[src/rtl/mem_access_unit.sv]
// Purpose: byte/half/word load-store front end for a single-port word RAM, with read-modify-write for sub-word stores.
// Latency: the response pulses 1 (error), 2 (load, word store) or 3 (sub-word store) cycles after acceptance.
// Backpressure: accepts one request at a time (req_ready only in IDLE); the response has no backpressure.
//
// Ports:
//   clk, rst                    clock, asynchronous active-low reset
//   req_valid/req_ready         request handshake; req_we, req_size, req_sext, req_addr, req_wdata are request fields
//   resp_valid/rdata/err        one-cycle completion pulse, load result, misaligned/illegal-size flag
//   ram_cs/rw/addr/wdata/rdata  word RAM port; ram_rdata is combinational from ram_addr
module mem_access_unit #(
  parameter int ADDR_W = 32
) (
  input  logic              clk,
  input  logic              rst,
  input  logic              req_valid,
  output logic              req_ready,
  input  logic              req_we,
  input  logic [1:0]        req_size,
  input  logic              req_sext,
  input  logic [ADDR_W-1:0] req_addr,
  input  logic [31:0]       req_wdata,
  output logic              resp_valid,
  output logic [31:0]       resp_rdata,
  output logic              resp_err,
  output logic              ram_cs,
  output logic              ram_rw,
  output logic [ADDR_W-1:0] ram_addr,
  output logic [31:0]       ram_wdata,
  input  logic [31:0]       ram_rdata
);

  typedef enum logic [1:0] {IDLE, RD, WR, RESP} state_t;

  state_t            state, state_nx;
  logic              we_q;
  logic [1:0]        size_q;
  logic              sext_q;
  logic [ADDR_W-1:0] addr_q;
  logic [31:0]       wdata_q;
  logic              err_q;
  logic [31:0]       word_q;   // RAM word captured at the end of RD

  logic              accept;
  logic              req_err;
  logic [31:0]       merged;
  logic [31:0]       load_data;
  logic [7:0]        byte_sel;
  logic [15:0]       half_sel;
  logic [ADDR_W-1:0] word_addr;

  // Only used for next-state and capture; no output decodes from req_* directly.
  assign accept  = req_valid && (state == IDLE);
  assign req_err = (req_size == 2'b11) ||
                   (req_size == 2'b01 && req_addr[0]) ||
                   (req_size == 2'b10 && req_addr[1:0] != 2'b00);

  assign word_addr = {addr_q[ADDR_W-1:2], 2'b00};

  always_ff @(posedge clk or negedge rst) begin
    if (!rst) begin
      state   <= IDLE;
      we_q    <= 1'b0;
      size_q  <= 2'b00;
      sext_q  <= 1'b0;
      addr_q  <= '0;
      wdata_q <= 32'h0;
      err_q   <= 1'b0;
      word_q  <= 32'h0;
    end else begin
      state <= state_nx;
      if (accept) begin
        we_q    <= req_we;
        size_q  <= req_size;
        sext_q  <= req_sext;
        addr_q  <= req_addr;
        wdata_q <= req_wdata;
        err_q   <= req_err;
      end
      if (state == RD) begin
        word_q <= ram_rdata;
      end
    end
  end

  // Sub-word store: replace the addressed lane(s) of the captured word.
  always_comb begin
    merged = word_q;
    case (size_q)
      2'b00: begin
        case (addr_q[1:0])
          2'd0:    merged[7:0]   = wdata_q[7:0];
          2'd1:    merged[15:8]  = wdata_q[7:0];
          2'd2:    merged[23:16] = wdata_q[7:0];
          default: merged[31:24] = wdata_q[7:0];
        endcase
      end
      2'b01: begin
        if (addr_q[1]) merged[31:16] = wdata_q[15:0];
        else           merged[15:0]  = wdata_q[15:0];
      end
      default: merged = word_q;
    endcase
  end

  // Load: right-align the selected lane(s), then zero/sign extend.
  always_comb begin
    case (addr_q[1:0])
      2'd0:    byte_sel = word_q[7:0];
      2'd1:    byte_sel = word_q[15:8];
      2'd2:    byte_sel = word_q[23:16];
      default: byte_sel = word_q[31:24];
    endcase
    half_sel = addr_q[1] ? word_q[31:16] : word_q[15:0];
    case (size_q)
      2'b00:   load_data = {{24{sext_q & byte_sel[7]}}, byte_sel};
      2'b01:   load_data = {{16{sext_q & half_sel[15]}}, half_sel};
      default: load_data = word_q;
    endcase
  end

  always_comb begin
    state_nx   = state;
    req_ready  = 1'b0;
    resp_valid = 1'b0;
    resp_rdata = 32'h0;
    resp_err   = 1'b0;
    ram_cs     = 1'b0;
    ram_rw     = 1'b1;
    ram_addr   = '0;
    ram_wdata  = 32'h0;
    case (state)
      IDLE: begin
        req_ready = 1'b1;
        if (req_valid) begin
          if (req_err)              state_nx = RESP;
          else if (!req_we)         state_nx = RD;
          else if (req_size == 2'b10) state_nx = WR;
          else                      state_nx = RD;   // sub-word store reads first
        end
      end
      RD: begin
        ram_cs   = 1'b1;
        ram_addr = word_addr;
        state_nx = we_q ? WR : RESP;
      end
      WR: begin
        ram_cs    = 1'b1;
        ram_rw    = 1'b0;
        ram_addr  = word_addr;
        ram_wdata = (size_q == 2'b10) ? wdata_q : merged;
        state_nx  = RESP;
      end
      RESP: begin
        resp_valid = 1'b1;
        resp_err   = err_q;
        resp_rdata = (we_q || err_q) ? 32'h0 : load_data;
        state_nx   = IDLE;
      end
      default: state_nx = IDLE;
    endcase
  end

endmodule
[config.mk]
export PLATFORM = sky130hd
export DESIGN_NAME = mem_access_unit
export DESIGN_NICKNAME = d
export VERILOG_FILES = /design/src/rtl/mem_access_unit.sv
export SDC_FILE = /design/constraint.sdc
export NUM_CORES = 1
export LEC_CHECK = 0
export ABC_AREA = 1
export CORE_MARGIN = 3
export CORE_UTILIZATION = 42
export DETAILED_ROUTE_END_ITERATION = 10
export GPL_TIMING_DRIVEN = 0
export PLACE_DENSITY = 0.77
export SLEW_MARGIN = 10
export SYNTH_ARGS = -nofsm -noshare
export SYNTH_HDL_FRONTEND = slang
export SYNTH_SLANG_ARGS = --single-unit
[constraint.sdc]
create_clock -name clk -period 1.35 [get_ports clk]
set_input_delay 0.135 -clock clk [delete_from_list [all_inputs] [get_ports clk]]
set_output_delay 0.135 -clock clk [all_outputs]
set_load 0.005 [all_outputs]
## Yosys cells after proc, flatten, opt, wreduce, memory -nomap -nowiden

Index checks and enable logic that the tools add are counted.

- Register bits: 103
- Input port bits: 103
- Output and inout port bits: 101
- Logic and storage cells: 59

- Equal/unequal tests: 11
- Muxes and demuxes: 26
- Bitwise logic cells: 2
- Reduce and logical (&&, ||, !) cells: 12

Operator list:

| cell | number |
|---|---|
| $mux W32 | 5 |
| $pmux W32 S2 | 2 |
| $mux W16 | 3 |
| $mux W8 | 4 |
| $pmux W8 S3 | 1 |
| $eq A2 B2 Y1 const B | 6 |
| $eq A2 B1 Y1 const B | 4 |
| $mux W2 | 4 |
| $pmux W2 S4 | 1 |
| $logic_not A2 Y1 | 3 |
| $mux W1 | 6 |
| $logic_and A1 B1 Y1 | 3 |
| $logic_or A1 B1 Y1 | 3 |
| $reduce_or A3 Y1 | 1 |
| $and A1 B1 Y1 | 2 |
| $ne A2 B2 Y1 const B | 1 |
| $reduce_bool A2 Y1 | 1 |
| $reduce_or A2 Y1 | 1 |

## Longest topological paths before layout

Gate-level depths: netlist (run 1).

- Word-level depth: 7
- Mapped depth: 11
- Mapped depth without buffers: 9

## Least setup slack after synthesis (run 1)

No wires, ideal clock.

- Kind: reg2reg
- From: register state[0]
- To: register addr_q[20]
- Library setup time: 0.066 ns
- Arrival time: 1.408 ns
- Data required time: 1.284 ns
- Setup slack: -0.123 ns
- Cell stages (with the launch flop): 8
- Path buffers: 2
- Period minus slack after synthesis: 1.473 ns
- Path through: dfrtp_1 > inv_1 > ha_1 > nand2_1 > buf_2 > buf_1 > nand2_1 > nand2_1

- Word-level cells in the longest chain between the ends: 2

RTL lines:

| item | line | source |
|---|---|---|
| from (decl) | 34 | `state_t state, state_nx;` |
| from (signal assigned) | 70 | `state <= state_nx;` |
| $logic_not A2 Y1 | 52 | `assign accept = req_valid && (state == IDLE);` |
| $logic_and A1 B1 Y1 | 52 |  |
| to (signal assigned) | 75 | `addr_q <= req_addr;` |
| to (decl) | 38 | `logic [ADDR_W-1:0] addr_q;` |

No other way between the ends.
A chain may end at the register's enable or synchronous reset.

## Worst setup path in the final report (run 1)

- From: register size_q[1]
- To: output ram_wdata[15]

- Word-level cells in the longest chain between the ends: 4
- Elaborated cells between the ends (all ways): 6
- Classes of those cells: eq/ne: 2; mux: 3; reduce/logical: 1

RTL lines:

| item | line | source |
|---|---|---|
| from (decl) | 36 | `logic [1:0] size_q;` |
| from (signal assigned) | 73 | `size_q <= req_size;` |
| $eq A2 B1 Y1 / $logic_not A2 Y1 (equally long branches) | 88 | `case (size_q)` |
| $pmux W32 S2 | 88 |  |
| $mux W32 (*) | 150 | `ram_wdata = (size_q == 2'b10) ? wdata_q : merged;` |
| $mux W32 (*) | 131 | `case (state)` |
| to (decl) | 28 | `output logic [31:0] ram_wdata,` |

Mark *: on every way between the ends. The rest lies on a longest branch, timed or not.

==> flow_summary.html, run 1 <==
<table>
<tr><th>Metric</th><th>Value</th></tr>
<tr><th colspan="2">GRT</th></tr>
<tr><td>Overall fraction of global-route tracks in use</td><td>31.8%</td></tr>
<tr><td>Total gr overflow</td><td>0</td></tr>
<tr><td>Wire length of the first global-routing pass</td><td>between 30 and 40 mm</td></tr>
<tr><td>Largest net degree at the start of global routing</td><td>63</td></tr>
<tr><td>Initial antenna violation count</td><td>0</td></tr>
<tr><td>Via count of the first global-routing pass</td><td>7652</td></tr>
<tr><th colspan="2">Die</th></tr>
<tr><td>Starting Density</td><td>between 40 and 50%</td></tr>
<tr><td>Die Ht</td><td>between 100 and 150 µm</td></tr>
<tr><td>Die X-Extent</td><td>approximately 130 µm</td></tr>
<tr><td>DIE AREA</td><td>~16000 µm²</td></tr>
<tr><td>CORE AREA</td><td>around 14000 µm²</td></tr>
<tr><td>Row count</td><td>43</td></tr>
<tr><td>I/O pins</td><td>204</td></tr>
<tr><th colspan="2">Placement</th></tr>
<tr><td>Detailed Place HPWL</td><td>roughly 16 mm</td></tr>
<tr><td>Count of input and output buffers</td><td>201</td></tr>
<tr><td>Routability-driven placement congestion ratio</td><td>0.972</td></tr>
<tr><th colspan="2">Timing</th></tr>
<tr><td>Crit path time final</td><td>around 2.3 ns</td></tr>
<tr><td>Hold violation total from the final report</td><td>0</td></tr>
<tr><td>Setup skew after layout</td><td>0.0136 ns</td></tr>
<tr><td>Setup repair after global routing missed its margin</td><td>yes</td></tr>
<tr><td>Final Cycle Share</td><td>172%</td></tr>
<tr><td>Count of endpoints failing setup in the final report</td><td>199</td></tr>
<tr><td>Setup TNS after final layout</td><td>-84.53 ns</td></tr>
<tr><td>Headroom to the max-slew limit</td><td>approximately three fifths</td></tr>
<tr><td>Worst Tran Pin Value</td><td>0.577 ns</td></tr>
<tr><td>Final worst slack</td><td>-0.971 ns</td></tr>
<tr><td>Highest Clock Rate</td><td>0.431 GHz</td></tr>
<tr><td>Number of slew-limit violations in the final report</td><td>0</td></tr>
<tr><th colspan="2">Logic synthesis</th></tr>
<tr><td>Top cells by area, synth</td><td>dfrtp_1 42%, nand2_1 22%, o21ai_0 8.2%</td></tr>
<tr><td>Leading register cell type out of synthesis</td><td>dfrtp_1</td></tr>
<tr><td>Netlist area before placement</td><td>a little over 6000 µm²</td></tr>
<tr><td>Mean area per synthesized cell</td><td>6.82 µm²</td></tr>
<tr><td>Warnings from Yosys</td><td>0</td></tr>
<tr><td>Sequential area share after synthesis</td><td>42.4%</td></tr>
<tr><td>Seq cells post-synth</td><td>103</td></tr>
<tr><td>Cell type contributing the most total cell area after synthesis</td><td>dfrtp_1</td></tr>
<tr><td>Number of synthesized flops with an enable pin</td><td>0</td></tr>
<tr><td>Asr flop ratio synth</td><td>100%</td></tr>
<tr><td>Share of Yosys cell area claimed by the top area cell type</td><td>42.4%</td></tr>
<tr><td>Distinct cell type count of the synthesized netlist</td><td>33</td></tr>
<tr><td>Gate Count Post-Synth</td><td>~900</td></tr>
<tr><th colspan="2">Route</th></tr>
<tr><td>Avg Vias per Cell</td><td>6.21</td></tr>
<tr><td>Wire length per cell after detailed routing</td><td>24.5 µm</td></tr>
<tr><td>Detailed router's first-iteration violation count</td><td>1540</td></tr>
<tr><td>DRT Pass-1 Iters</td><td>10</td></tr>
<tr><td>Aggregate routed wire length</td><td>roughly 34 mm</td></tr>
<tr><td>Routed via count</td><td>a little under 9000</td></tr>
<tr><td>Drt drc</td><td>0</td></tr>
<tr><td>Number of nets with antenna violations after routing</td><td>0</td></tr>
<tr><th colspan="2">CTS</th></tr>
<tr><td>Clk Tree Root Cell</td><td>clkbuf_16</td></tr>
<tr><td>Largest buffer count on any clock path</td><td>2</td></tr>
<tr><td>Number of buffers inserted during clock tree synthesis</td><td>9</td></tr>
<tr><td>Clk slew on worst S/H paths</td><td>0.08 ns</td></tr>
<tr><td>Skew-Pair Late Insertion Delay</td><td>0.37 ns</td></tr>
<tr><td>Sinks on Clock Net</td><td>~100</td></tr>
<tr><td>Number of levels the H-tree was split into</td><td>3</td></tr>
<tr><td>TritonCTS clock tree</td><td>done</td></tr>
<tr><th colspan="2">Finish</th></tr>
<tr><td>Net count of the finished layout</td><td>1331</td></tr>
<tr><td>Area Overhead vs Synth</td><td>90.1%</td></tr>
<tr><td>Commonest cells after routing, fill and taps aside</td><td>227 x nand2_1, 101 x clkdlybuf4s50_1, 98 x dfrtp_1, 87 x nand2_2, 82 x buf_6</td></tr>
<tr><td>Share of layout cells above drive strength 1</td><td>47.8%</td></tr>
<tr><td>Number of antenna cells inserted</td><td>0</td></tr>
<tr><td>Sequential cell area</td><td>roughly 2600 µm²</td></tr>
<tr><td>Most frequent standard cell in the layout excluding fill and tap cells</td><td>nand2_1</td></tr>
<tr><td>Area of combinational cells with multiple inputs</td><td>about 4200 µm²</td></tr>
<tr><td>Count of fill cells added during filler insertion</td><td>around 730</td></tr>
<tr><td>End-of-flow core utilization</td><td>82.3%</td></tr>
<tr><th colspan="2">Status</th></tr>
<tr><td>Violations in the final reports</td><td>negative setup slack</td></tr>
<tr><td>Status</td><td>complete, but fails checks</td></tr>
<tr><th colspan="2">Power and ir drop</th></tr>
<tr><td>Maximum ir drop on the vdd rail</td><td>around 0.0017 V</td></tr>
<tr><td>Standby leakage power</td><td>0.00588 µW</td></tr>
<tr><td>Total power divided by cell area</td><td>2920 nW/µm²</td></tr>
<tr><th colspan="2">Critical path</th></tr>
<tr><td>Crit path capture type</td><td>output port</td></tr>
<tr><td>Start-to-end type of the worst setup path</td><td>reg -&gt; out</td></tr>
<tr><td>Critical path data required time</td><td>1.22 ns</td></tr>
<tr><td>Element type at the critical path start</td><td>flip-flop</td></tr>
<tr><td>CP arrival</td><td>2.19 ns</td></tr>
<tr><td>Max FO, Critical Path</td><td>5</td></tr>
<tr><th colspan="2">Job</th></tr>
<tr><td>Reported max-cap violation count</td><td>0</td></tr>
<tr><th colspan="2">Hold path</th></tr>
<tr><td>Type of the most critical hold path</td><td>in -&gt; async</td></tr>
</table>
-- logic make-up after synthesis --
group	Yosys count	synth area share, %
DFF	103	42.4
and+or+nand+nor	441	29.2
AOI/OAI and AO/OA	188	17.1
buffers and inverters	155	10.4
other	1	0.0617
adders and majority gates	4	0.823
-- power by group --
group / switching [µW] / total [µW] / internal (µW) / leakage (µW)
clock network: 1330 / 2760 / 1430 / 0.000147
registers: 2310 / 6880 / 4580 / 0.00127
logic: 13000 / 24100 / 11100 / 0.00446
-- Yosys cell counts, types with 2 or more instances --
master and n:
a31oi_1 2, nand2_2 7, inv_1 98, o211ai_1 16, o21bai_1 6, buf_2 9
clkbuf_1 30, a211oi_1 2, dfrtp_1 103, a21boi_0 3, nor2_2 12, a21oi_1 49
nand3_1 17, o221ai_1 6, nor2_1 42, o21ai_0 100, buf_4 4, buf_6 3
ha_1 4, inv_2 7, nor3_1 6, buf_1 4, nand2_1 351, nand3_2 2
-- final cells by class --
cell class	count	share of cell area [%]
Sequential cell	103	22.4
Timing Repair inverter	2	0.162
Timing Repair Buffer	317	27.1
Inverter	105	3.92
Tap cell	180	1.95
Clock buffer	12	2.31
Multi-Input combinational cell	636	36.3
Buffer	50	5.62
Clock inverter	4	0.314
-- critical path, cell delays in order, from the launching register on --
cell and delay, ns:
dfrtp_2 0.48, clkinv_4 0.13, nand2_8 0.08, buf_6 0.15, o21ai_1 0.33, o21ai_0 0.24, nand3_1 0.16, nand2_1 0.09
inv_1 0.05, clkbuf_2 0.10
-- sequential cells by signal, indices dropped and copies added, names as in the netlist --
register	cells
size_q	2
wdata_q	32
state	2
err_q	1
we_q	1
word_q	32
sext_q	1
addr_q	32
-- through the flow --
stage / hold slack, ns / power (µW) / std cells / setup WS [ns] / cell area (µm²)
after global routing: 0.284 / 34600 / 1409 / -0.966 / 11600
after CTS: 0.278 / 26100 / 1371 / -0.646 / 10000
after global placement: 0.456 / 17400 / 1274 / -3.81 / 8340
after floorplan: -0.161 / 12300 / 893 / -0.0889 / 6100
final: 0.248 / 33700 / 1409 / -0.971 / 11600
after detailed placement: 0.0804 / 17600 / 1275 / -0.879 / 8370
-- path summary, 6_finish.rpt --
| check | startpoint | endpoint | slack (ns) | cells past startpoint |
|---|---|---|---|---|
| min in group clk | req_addr[24] | addr_q[24] | 0.30 | 3 |
| worst max register to register | state[0] | word_q[19] | -0.52 | 10 |
| max in group asynchronous | rst | size_q[0] | 0.43 | 3 |
| worst min-delay path | rst | word_q[20] | 0.25 | 2 |
| worst max-delay path | size_q[1] | ram_wdata[15] | -0.97 | 9 |
| worst min register to register | wdata_q[28] | wdata_q[28] | 0.49 | 2 |
-- repair_timing --
item	in CTS	in global routing
pin swaps	77	102
cloned	11	11
setup endpoints to repair	202	201
hold endpoints to repair	41	0
hold buffers	1	0
resized for setup	731	355
setup buffers	68	37
-- routing by layer --
layer	GRT usage, %	share of wire [%]	up-vias
li1	-	-	3487
met5	0	0	-
met2	53.5	45	937
met1	35.0	31	3965
met4	20.5	10	0
met3	9.64	13	361
Power figures use the tool's default switching activity.
==> run 2, diff against run 1 <==
--- a/config.mk
+++ b/config.mk
@@ -9,8 +9,8 @@
 export CORE_MARGIN = 3
 export CORE_UTILIZATION = 42
 export DETAILED_ROUTE_END_ITERATION = 10
-export GPL_TIMING_DRIVEN = 0
 export PLACE_DENSITY = 0.77
+export SKIP_CTS_REPAIR_TIMING = 1
 export SLEW_MARGIN = 10
 export SYNTH_ARGS = -nofsm -noshare
 export SYNTH_HDL_FRONTEND = slang
==> flow_summary.html, run 2 (same netlist as run 1, synthesis figures left out) <==
<table>
<tr><th>Metric</th><th>Value</th></tr>
<tr><th colspan="2">Placement</th></tr>
<tr><td>Routability-driven placement congestion ratio</td><td>0.921 (-5.3%)</td></tr>
<tr><td>Placed instance area</td><td>9080 µm² (+8.5%)</td></tr>
<tr><td>Worst slack at placement</td><td>-0.753 ns (+0.126 ns)</td></tr>
<tr><td>Count of input and output buffers</td><td>201 (unchanged)</td></tr>
<tr><td>Detailed Place HPWL</td><td>16.1 mm (+1.5%)</td></tr>
<tr><th colspan="2">Timing</th></tr>
<tr><td>Highest Clock Rate</td><td>0.458 GHz (+6.4%)</td></tr>
<tr><td>Post-route worst hold slack</td><td>0.251 ns (+0.00240 ns)</td></tr>
<tr><td>Headroom to the max-slew limit</td><td>67.0% (+5.4 points)</td></tr>
<tr><td>Setup repair after global routing missed its margin</td><td>yes</td></tr>
<tr><td>Final worst slack</td><td>-0.832 ns (+0.139 ns)</td></tr>
<tr><td>Count of endpoints failing setup in the final report</td><td>189 (-5.0%)</td></tr>
<tr><td>Setup skew after layout</td><td>0.0117 ns (-0.00185 ns)</td></tr>
<tr><td>Hold violation total from the final report</td><td>0 (unchanged)</td></tr>
<tr><td>Final Cycle Share</td><td>162% (-10 points)</td></tr>
<tr><td>Setup TNS after final layout</td><td>-70.72 ns (+13.80 ns)</td></tr>
<tr><td>Number of slew-limit violations in the final report</td><td>0 (unchanged)</td></tr>
<tr><td>Worst Tran Pin Value</td><td>0.491 ns (-0.0859 ns)</td></tr>
<tr><td>Crit path time final</td><td>2.18 ns (-0.139 ns)</td></tr>
<tr><th colspan="2">GRT</th></tr>
<tr><td>Largest net degree at the start of global routing</td><td>58 (-7.9%)</td></tr>
<tr><td>Wire length of the first global-routing pass</td><td>33.4 mm (-16%)</td></tr>
<tr><td>Initial antenna violation count</td><td>0 (unchanged)</td></tr>
<tr><td>Via count of the first global-routing pass</td><td>6507 (-15%)</td></tr>
<tr><td>Total gr overflow</td><td>0 (unchanged)</td></tr>
<tr><td>Overall fraction of global-route tracks in use</td><td>26.1% (-5.7 points)</td></tr>
<tr><th colspan="2">CTS</th></tr>
<tr><td>Skew-Pair Late Insertion Delay</td><td>0.37 ns (about the same)</td></tr>
<tr><td>Number of buffers inserted during clock tree synthesis</td><td>9 (unchanged)</td></tr>
<tr><td>Number of levels the H-tree was split into</td><td>3 (unchanged)</td></tr>
<tr><td>Sinks on Clock Net</td><td>103 (unchanged)</td></tr>
<tr><td>TritonCTS clock tree</td><td>done</td></tr>
<tr><td>Largest buffer count on any clock path</td><td>2 (unchanged)</td></tr>
<tr><td>Clk Tree Root Cell</td><td>clkbuf_16</td></tr>
<tr><td>Clk slew on worst S/H paths</td><td>0.08 ns (about the same)</td></tr>
<tr><th colspan="2">Power and ir drop</th></tr>
<tr><td>Switching power as a share of total power</td><td>46.9% (-2.5 points)</td></tr>
<tr><td>Net switching power figure</td><td>14900 µW (-10%)</td></tr>
<tr><td>Design internal power</td><td>16900 µW (-0.99%)</td></tr>
<tr><td>Portion of total power attributed to the clock network</td><td>8.3% (about the same)</td></tr>
<tr><td>Standby leakage power</td><td>0.00614 µW (+4.5%)</td></tr>
<tr><td>Maximum ir drop on the vdd rail</td><td>0.00169 V (-2.5%)</td></tr>
<tr><td>Fraction of power consumed by sequential logic</td><td>20.3% (about the same)</td></tr>
<tr><td>Total power divided by cell area</td><td>2740 nW/µm² (-6.1%)</td></tr>
<tr><td>Gate power share</td><td>71.3% (about the same)</td></tr>
<tr><th colspan="2">Critical path</th></tr>
<tr><td>Delay of the slowest cell on the worst path</td><td>0.50 ns (+0.02 ns)</td></tr>
<tr><td>Critical path data required time</td><td>1.22 ns (about the same)</td></tr>
<tr><td>Sum of buffers and inverters on the critical path</td><td>6 (+2)</td></tr>
<tr><td>Cell class contributing the biggest share of worst-path delay</td><td>buffers and inverters</td></tr>
<tr><td>Worst-path cell chain</td><td>buf_8 -&gt; buf_6 -&gt; buf_6 -&gt; buf_6 -&gt; nor2_2 -&gt; o21ai_1 -&gt; o21ai_1 -&gt; nand3_1 -&gt; nand2_1 -&gt; inv_1 -&gt; clkbuf_2</td></tr>
<tr><td>Crit path capture type</td><td>output port</td></tr>
<tr><td>CP arrival</td><td>2.05 ns (-0.14 ns)</td></tr>
<tr><td>Start-to-end type of the worst setup path</td><td>reg -&gt; out</td></tr>
<tr><td>Max FO, Critical Path</td><td>5 (unchanged)</td></tr>
<tr><td>Cell type with the highest occurrence count on the critical path</td><td>buf_6</td></tr>
<tr><td>Cell at the slowest stage of the critical path</td><td>dfrtp_2</td></tr>
<tr><td>Element type at the critical path start</td><td>flip-flop</td></tr>
<tr><th colspan="2">Finish</th></tr>
<tr><td>Cell area after layout</td><td>11600 µm² (+0.52%)</td></tr>
<tr><td>Commonest cells after routing, fill and taps aside</td><td>216 x nand2_1, 102 x nand2_2, 101 x clkdlybuf4s50_1, 100 x dfrtp_1, 85 x buf_4</td></tr>
<tr><td>Share of layout cells above drive strength 1</td><td>45.7% (-2.0 points)</td></tr>
<tr><td>Net count of the finished layout</td><td>1372 (+3.1%)</td></tr>
<tr><td>Largest registers</td><td>addr_q: 32 flops, wdata_q: 32 flops, word_q: 32 flops</td></tr>
<tr><td>Area Overhead vs Synth</td><td>91.1%</td></tr>
<tr><td>Number of antenna cells inserted</td><td>0 (unchanged)</td></tr>
<tr><td>Most frequent standard cell in the layout excluding fill and tap cells</td><td>nand2_1</td></tr>
<tr><th colspan="2">Status</th></tr>
<tr><td>Status</td><td>complete, but fails checks</td></tr>
<tr><td>Violations in the final reports</td><td>negative setup slack</td></tr>
<tr><th colspan="2">Route</th></tr>
<tr><td>Detailed router's first-iteration violation count</td><td>911 (-41%)</td></tr>
<tr><td>DRT Pass-1 Iters</td><td>5 (-5)</td></tr>
<tr><td>Routed via count</td><td>8318 (-4.9%)</td></tr>
<tr><td>Number of nets with antenna violations after routing</td><td>0 (unchanged)</td></tr>
<tr><td>Wire length per cell after detailed routing</td><td>21.4 µm (-12%)</td></tr>
<tr><td>Avg Vias per Cell</td><td>5.74 (-7.6%)</td></tr>
<tr><td>Aggregate routed wire length</td><td>31.1 mm (-9.9%)</td></tr>
<tr><td>Drt drc</td><td>0 (unchanged)</td></tr>
<tr><th colspan="2">Die</th></tr>
<tr><td>Starting Density</td><td>43.3% (unchanged)</td></tr>
<tr><td>Die Ht</td><td>126 µm (unchanged)</td></tr>
<tr><td>CORE AREA</td><td>14000 µm² (unchanged)</td></tr>
<tr><td>Die X-Extent</td><td>126 µm (unchanged)</td></tr>
<tr><td>I/O pins</td><td>204 (unchanged)</td></tr>
<tr><td>DIE AREA</td><td>16000 µm² (unchanged)</td></tr>
<tr><td>Row count</td><td>43 (unchanged)</td></tr>
<tr><th colspan="2">Hold path</th></tr>
<tr><td>Type of the most critical hold path</td><td>in -&gt; async</td></tr>
<tr><th colspan="2">Job</th></tr>
<tr><td>Reported max-cap violation count</td><td>0 (unchanged)</td></tr>
</table>
## run 2: metrics by stage
step / total power (µW) / instances / util, %
final: 31800 / 1450 / 82.7
after global routing: 33200 / 1450 / 82.7
after CTS: 22400 / 1351 / 66.7
after detailed placement: 19700 / 1335 / 64.7
after global placement: 19500 / 1335 / 64.7
after floorplan: 12300 / 893 / -
## run 2: path summary, 6_finish.rpt
check / slack, ns / end / startpoint / depth (start not counted)
worst max register to register: -0.16 / addr_q[26] / state[1] / 7
min in group clk: 0.30 / addr_q[2] / req_addr[2] / 3
worst min-delay path: 0.25 / word_q[5] / rst / 2
worst max-delay path: -0.83 / ram_wdata[14] / addr_q[1] / 11
worst min register to register: 0.49 / addr_q[23] / addr_q[23] / 2
max in group asynchronous: 0.52 / state[1] / rst / 3
## run 2: power groups by stage
stage          clock (µW)  combinational [µW]  sequential [µW]
2_1_floorplan           0                6870             5430
3_3_place_gp            0               13700             5840
3_5_place_dp            0               13800             5860
4_1_cts              2620               13900             5830
5_1_grt              2780               23900             6550
6_report             2650               22700             6470
## run 2: metal layers
metal	wire, µm	share of wire (%)	GRT usage [%]
met1	10900	35	34.9
met2	14700	47	41.4
met3	3220	10	7.07
met4	2260	7.3	8.39
met5	0	0	0
## run 2: worst register-to-register path, delay by kind of cell (launching register included)
kind	cells	cell delay, ns
buffers and inverters	3	0.47
AND/OR/NAND/NOR	3	0.26
adder cells (fa/ha/maj)	1	0.19
flip-flops	1	0.48
## run 2: cell type report
| cell class | count | area (µm²) |
|---|---|---|
| flip-flops and latches | 103 | 2580 |
| repair buffers | 406 | 4070 |
| well taps | 180 | 225 |
| repair inverters | 2 | 22.5 |
| inverters | 105 | 432 |
| clock buffers | 10 | 239 |
| multi-input cells | 638 | 4000 |
| fillers | 772 | 2420 |
| clock inverters | 6 | 50.0 |
==> run 3, diff against run 2 <==
--- a/config.mk
+++ b/config.mk
@@ -7,9 +7,9 @@
 export LEC_CHECK = 0
 export ABC_AREA = 1
 export CORE_MARGIN = 3
-export CORE_UTILIZATION = 42
+export CORE_UTILIZATION = 45
 export DETAILED_ROUTE_END_ITERATION = 10
-export PLACE_DENSITY = 0.77
+export PLACE_DENSITY = 0.79
 export SKIP_CTS_REPAIR_TIMING = 1
 export SLEW_MARGIN = 10
 export SYNTH_ARGS = -nofsm -noshare
==> constraint.sdc (replaced) <==
create_clock -name clk -period 2.8 [get_ports clk]
set_input_delay 0.28 -clock clk [delete_from_list [all_inputs] [get_ports clk]]
set_output_delay 0.28 -clock clk [all_outputs]
set_load 0.005 [all_outputs]
==> flow_summary.html, run 3 (same netlist as run 1, synthesis figures left out) <==
<table>
<tr><th>Metric</th><th>Value</th></tr>
<tr><th colspan="2">Critical path</th></tr>
<tr><td>Critical path data required time</td><td>2.52 ns (+1.30 ns)</td></tr>
<tr><td>Max FO, Critical Path</td><td>23 (+18)</td></tr>
<tr><td>Reg2Reg Depth</td><td>7 (unchanged)</td></tr>
<tr><td>Start-to-end type of the worst setup path</td><td>reg -&gt; out</td></tr>
<tr><td>CP arrival</td><td>2.42 ns (+0.37 ns)</td></tr>
<tr><td>Crit path capture type</td><td>output port</td></tr>
<tr><td>Element type at the critical path start</td><td>flip-flop</td></tr>
<tr><th colspan="2">Placement</th></tr>
<tr><td>Placed instance area</td><td>8210 µm² (-9.6%)</td></tr>
<tr><td>Worst slack at placement</td><td>0.337 ns (+1.09 ns)</td></tr>
<tr><td>Detailed Place HPWL</td><td>14.3 mm (-11%)</td></tr>
<tr><td>Routability-driven placement congestion ratio</td><td>0.959 (+4.1%)</td></tr>
<tr><td>Count of input and output buffers</td><td>201 (unchanged)</td></tr>
<tr><th colspan="2">Timing</th></tr>
<tr><td>Final worst slack</td><td>0.102 ns (+0.935 ns)</td></tr>
<tr><td>Count of endpoints failing setup in the final report</td><td>0 (-100%)</td></tr>
<tr><td>Crit path time final</td><td>2.70 ns</td></tr>
<tr><td>Setup TNS after final layout</td><td>0 ns (+70.72 ns)</td></tr>
<tr><td>Highest Clock Rate</td><td>0.371 GHz</td></tr>
<tr><td>Worst Tran Pin Value</td><td>0.696 ns (+0.205 ns)</td></tr>
<tr><td>Final Cycle Share</td><td>96.3%</td></tr>
<tr><td>Setup repair after global routing missed its margin</td><td>no</td></tr>
<tr><td>Setup skew after layout</td><td>0.00815 ns (-0.00360 ns)</td></tr>
<tr><td>Hold violation total from the final report</td><td>0 (unchanged)</td></tr>
<tr><td>Headroom to the max-slew limit</td><td>53.6% (-13 points)</td></tr>
<tr><td>Number of slew-limit violations in the final report</td><td>0 (unchanged)</td></tr>
<tr><th colspan="2">Finish</th></tr>
<tr><td>End-of-flow core utilization</td><td>66.0% (-17 points)</td></tr>
<tr><td>Number of antenna cells inserted</td><td>0 (unchanged)</td></tr>
<tr><td>Largest registers</td><td>addr_q: 32 flops, wdata_q: 32 flops, word_q: 32 flops</td></tr>
<tr><td>Count of fill cells added during filler insertion</td><td>1202 (+56%)</td></tr>
<tr><td>Net count of the finished layout</td><td>1180 (-14%)</td></tr>
<tr><td>Share of layout cells above drive strength 1</td><td>6.31% (-39 points)</td></tr>
<tr><td>Area Overhead vs Synth</td><td>40.2%</td></tr>
<tr><td>Most frequent standard cell in the layout excluding fill and tap cells</td><td>nand2_1</td></tr>
<tr><td>Commonest cells after routing, fill and taps aside</td><td>349 x nand2_1, 200 x clkdlybuf4s50_1, 102 x dfrtp_1, 100 x o21ai_0, 97 x inv_1</td></tr>
<tr><td>Cell area after layout</td><td>8530 µm² (-27%)</td></tr>
<tr><th colspan="2">Route</th></tr>
<tr><td>Drt drc</td><td>0 (unchanged)</td></tr>
<tr><td>Detailed router's first-iteration violation count</td><td>625 (-31%)</td></tr>
<tr><td>Met3 routed WL</td><td>2.04 mm (-37%)</td></tr>
<tr><td>Aggregate routed wire length</td><td>19.3 mm (-38%)</td></tr>
<tr><td>Met2 routed wirelength</td><td>8.86 mm (-40%)</td></tr>
<tr><td>Wire length per cell after detailed routing</td><td>15.4 µm (-28%)</td></tr>
<tr><td>Avg Vias per Cell</td><td>5.10 (-11%)</td></tr>
<tr><td>DRT Pass-1 Iters</td><td>5 (unchanged)</td></tr>
<tr><td>Routed via count</td><td>6376 (-23%)</td></tr>
<tr><td>Met1 routed wirelength after detailed routing</td><td>7.93 mm (-27%)</td></tr>
<tr><td>Number of nets with antenna violations after routing</td><td>0 (unchanged)</td></tr>
<tr><td>DR top layer</td><td>met4</td></tr>
<tr><th colspan="2">Hold path</th></tr>
<tr><td>Type of the most critical hold path</td><td>in -&gt; async</td></tr>
<tr><th colspan="2">CTS</th></tr>
<tr><td>TritonCTS clock tree</td><td>done</td></tr>
<tr><td>Number of buffers inserted during clock tree synthesis</td><td>9 (unchanged)</td></tr>
<tr><td>Largest buffer count on any clock path</td><td>2 (unchanged)</td></tr>
<tr><td>Skew-Pair Late Insertion Delay</td><td>0.36 ns (about the same)</td></tr>
<tr><td>Number of levels the H-tree was split into</td><td>3 (unchanged)</td></tr>
<tr><td>Sinks on Clock Net</td><td>103 (unchanged)</td></tr>
<tr><td>Clk slew on worst S/H paths</td><td>0.07 ns (about the same)</td></tr>
<tr><td>Clk Tree Root Cell</td><td>clkbuf_16</td></tr>
<tr><th colspan="2">GRT</th></tr>
<tr><td>Via count of the first global-routing pass</td><td>6075 (-6.6%)</td></tr>
<tr><td>Total gr overflow</td><td>0 (unchanged)</td></tr>
<tr><td>Largest net degree at the start of global routing</td><td>68 (+17%)</td></tr>
<tr><td>Initial antenna violation count</td><td>0 (unchanged)</td></tr>
<tr><td>Overall fraction of global-route tracks in use</td><td>26.0% (-0.097 points)</td></tr>
<tr><td>Wire length of the first global-routing pass</td><td>30.7 mm (-8.2%)</td></tr>
<tr><th colspan="2">Die</th></tr>
<tr><td>I/O pins</td><td>204 (unchanged)</td></tr>
<tr><td>DIE AREA</td><td>14900 µm² (-6.3%)</td></tr>
<tr><td>Starting Density</td><td>47.0% (+3.7 points)</td></tr>
<tr><td>CORE AREA</td><td>12900 µm² (-7.9%)</td></tr>
<tr><td>Row count</td><td>41 (-4.7%)</td></tr>
<tr><td>Die Ht</td><td>122 µm (-3.2%)</td></tr>
<tr><td>Die X-Extent</td><td>122 µm (-3.2%)</td></tr>
<tr><th colspan="2">Status</th></tr>
<tr><td>Status</td><td>finished, final reports clean</td></tr>
<tr><th colspan="2">Power and ir drop</th></tr>
<tr><td>Standby leakage power</td><td>0.00438 µW (-29%)</td></tr>
<tr><td>Total power divided by cell area</td><td>1130 nW/µm² (-59%)</td></tr>
<tr><td>Final total power</td><td>9610 µW (-70%)</td></tr>
<tr><td>Maximum ir drop on the vdd rail</td><td>0.000588 V (-65%)</td></tr>
<tr><th colspan="2">Job</th></tr>
<tr><td>Reported max-cap violation count</td><td>0 (unchanged)</td></tr>
</table>
==> run 3: final timing paths <==
check | startpoint | to | slack, ns
max in group asynchronous | rst | addr_q[19] | 1.63
worst max-delay path | size_q[1] | ram_wdata[7] | 0.10
worst min-delay path | rst | addr_q[22] | 0.44
worst max register to register | state[1] | wdata_q[1] | 0.96
worst min register to register | addr_q[25] | addr_q[25] | 0.48
min in group clk | req_addr[25] | addr_q[25] | 0.45
==> run 3: where the power goes <==
part	leakage, µW	internal [µW]	switching, µW
combinational	0.00297	2400	3120
sequential	0.00128	2200	683
clock	0.000135	612	586
==> run 3: final cells by class <==
type	count	area, µm²	share of cell area, %
clock buffers	10	229	2.69
clock inverters	5	42.5	0.499
inverters	105	395	4.64
multi-input cells	635	2890	33.9
flip-flops and latches	103	2580	30.2
well taps	172	215	2.52
repair buffers	219	2170	25.5
==> run 3: per-stage QoR <==
step | instances | hold WS (ns)
after floorplan | 893 | -0.0156
after global placement | 1231 | 0.297
after detailed placement | 1231 | 0.296
after CTS | 1246 | -0.0855
after global routing | 1249 | 0.467
final | 1249 | 0.445
==> run 3: worst max-delay path, cell delays in order, from the launching register on <==
cell,delay (ns)
dfrtp_1,0.39
buf_4,0.20
nand2_1,0.10
buf_4,0.24
nand2_2,0.17
a211oi_1,0.39
clkdlybuf4s50_1,0.58
==> run 3: metal layers <==
| metal | up-vias | global-route usage (%) |
|---|---|---|
| met5 | - | 0 |
| met4 | 0 | 8.75 |
| met3 | 30 | 7.42 |
| met2 | 297 | 41.5 |
| met1 | 2892 | 34.1 |
| li1 | 3157 | - |
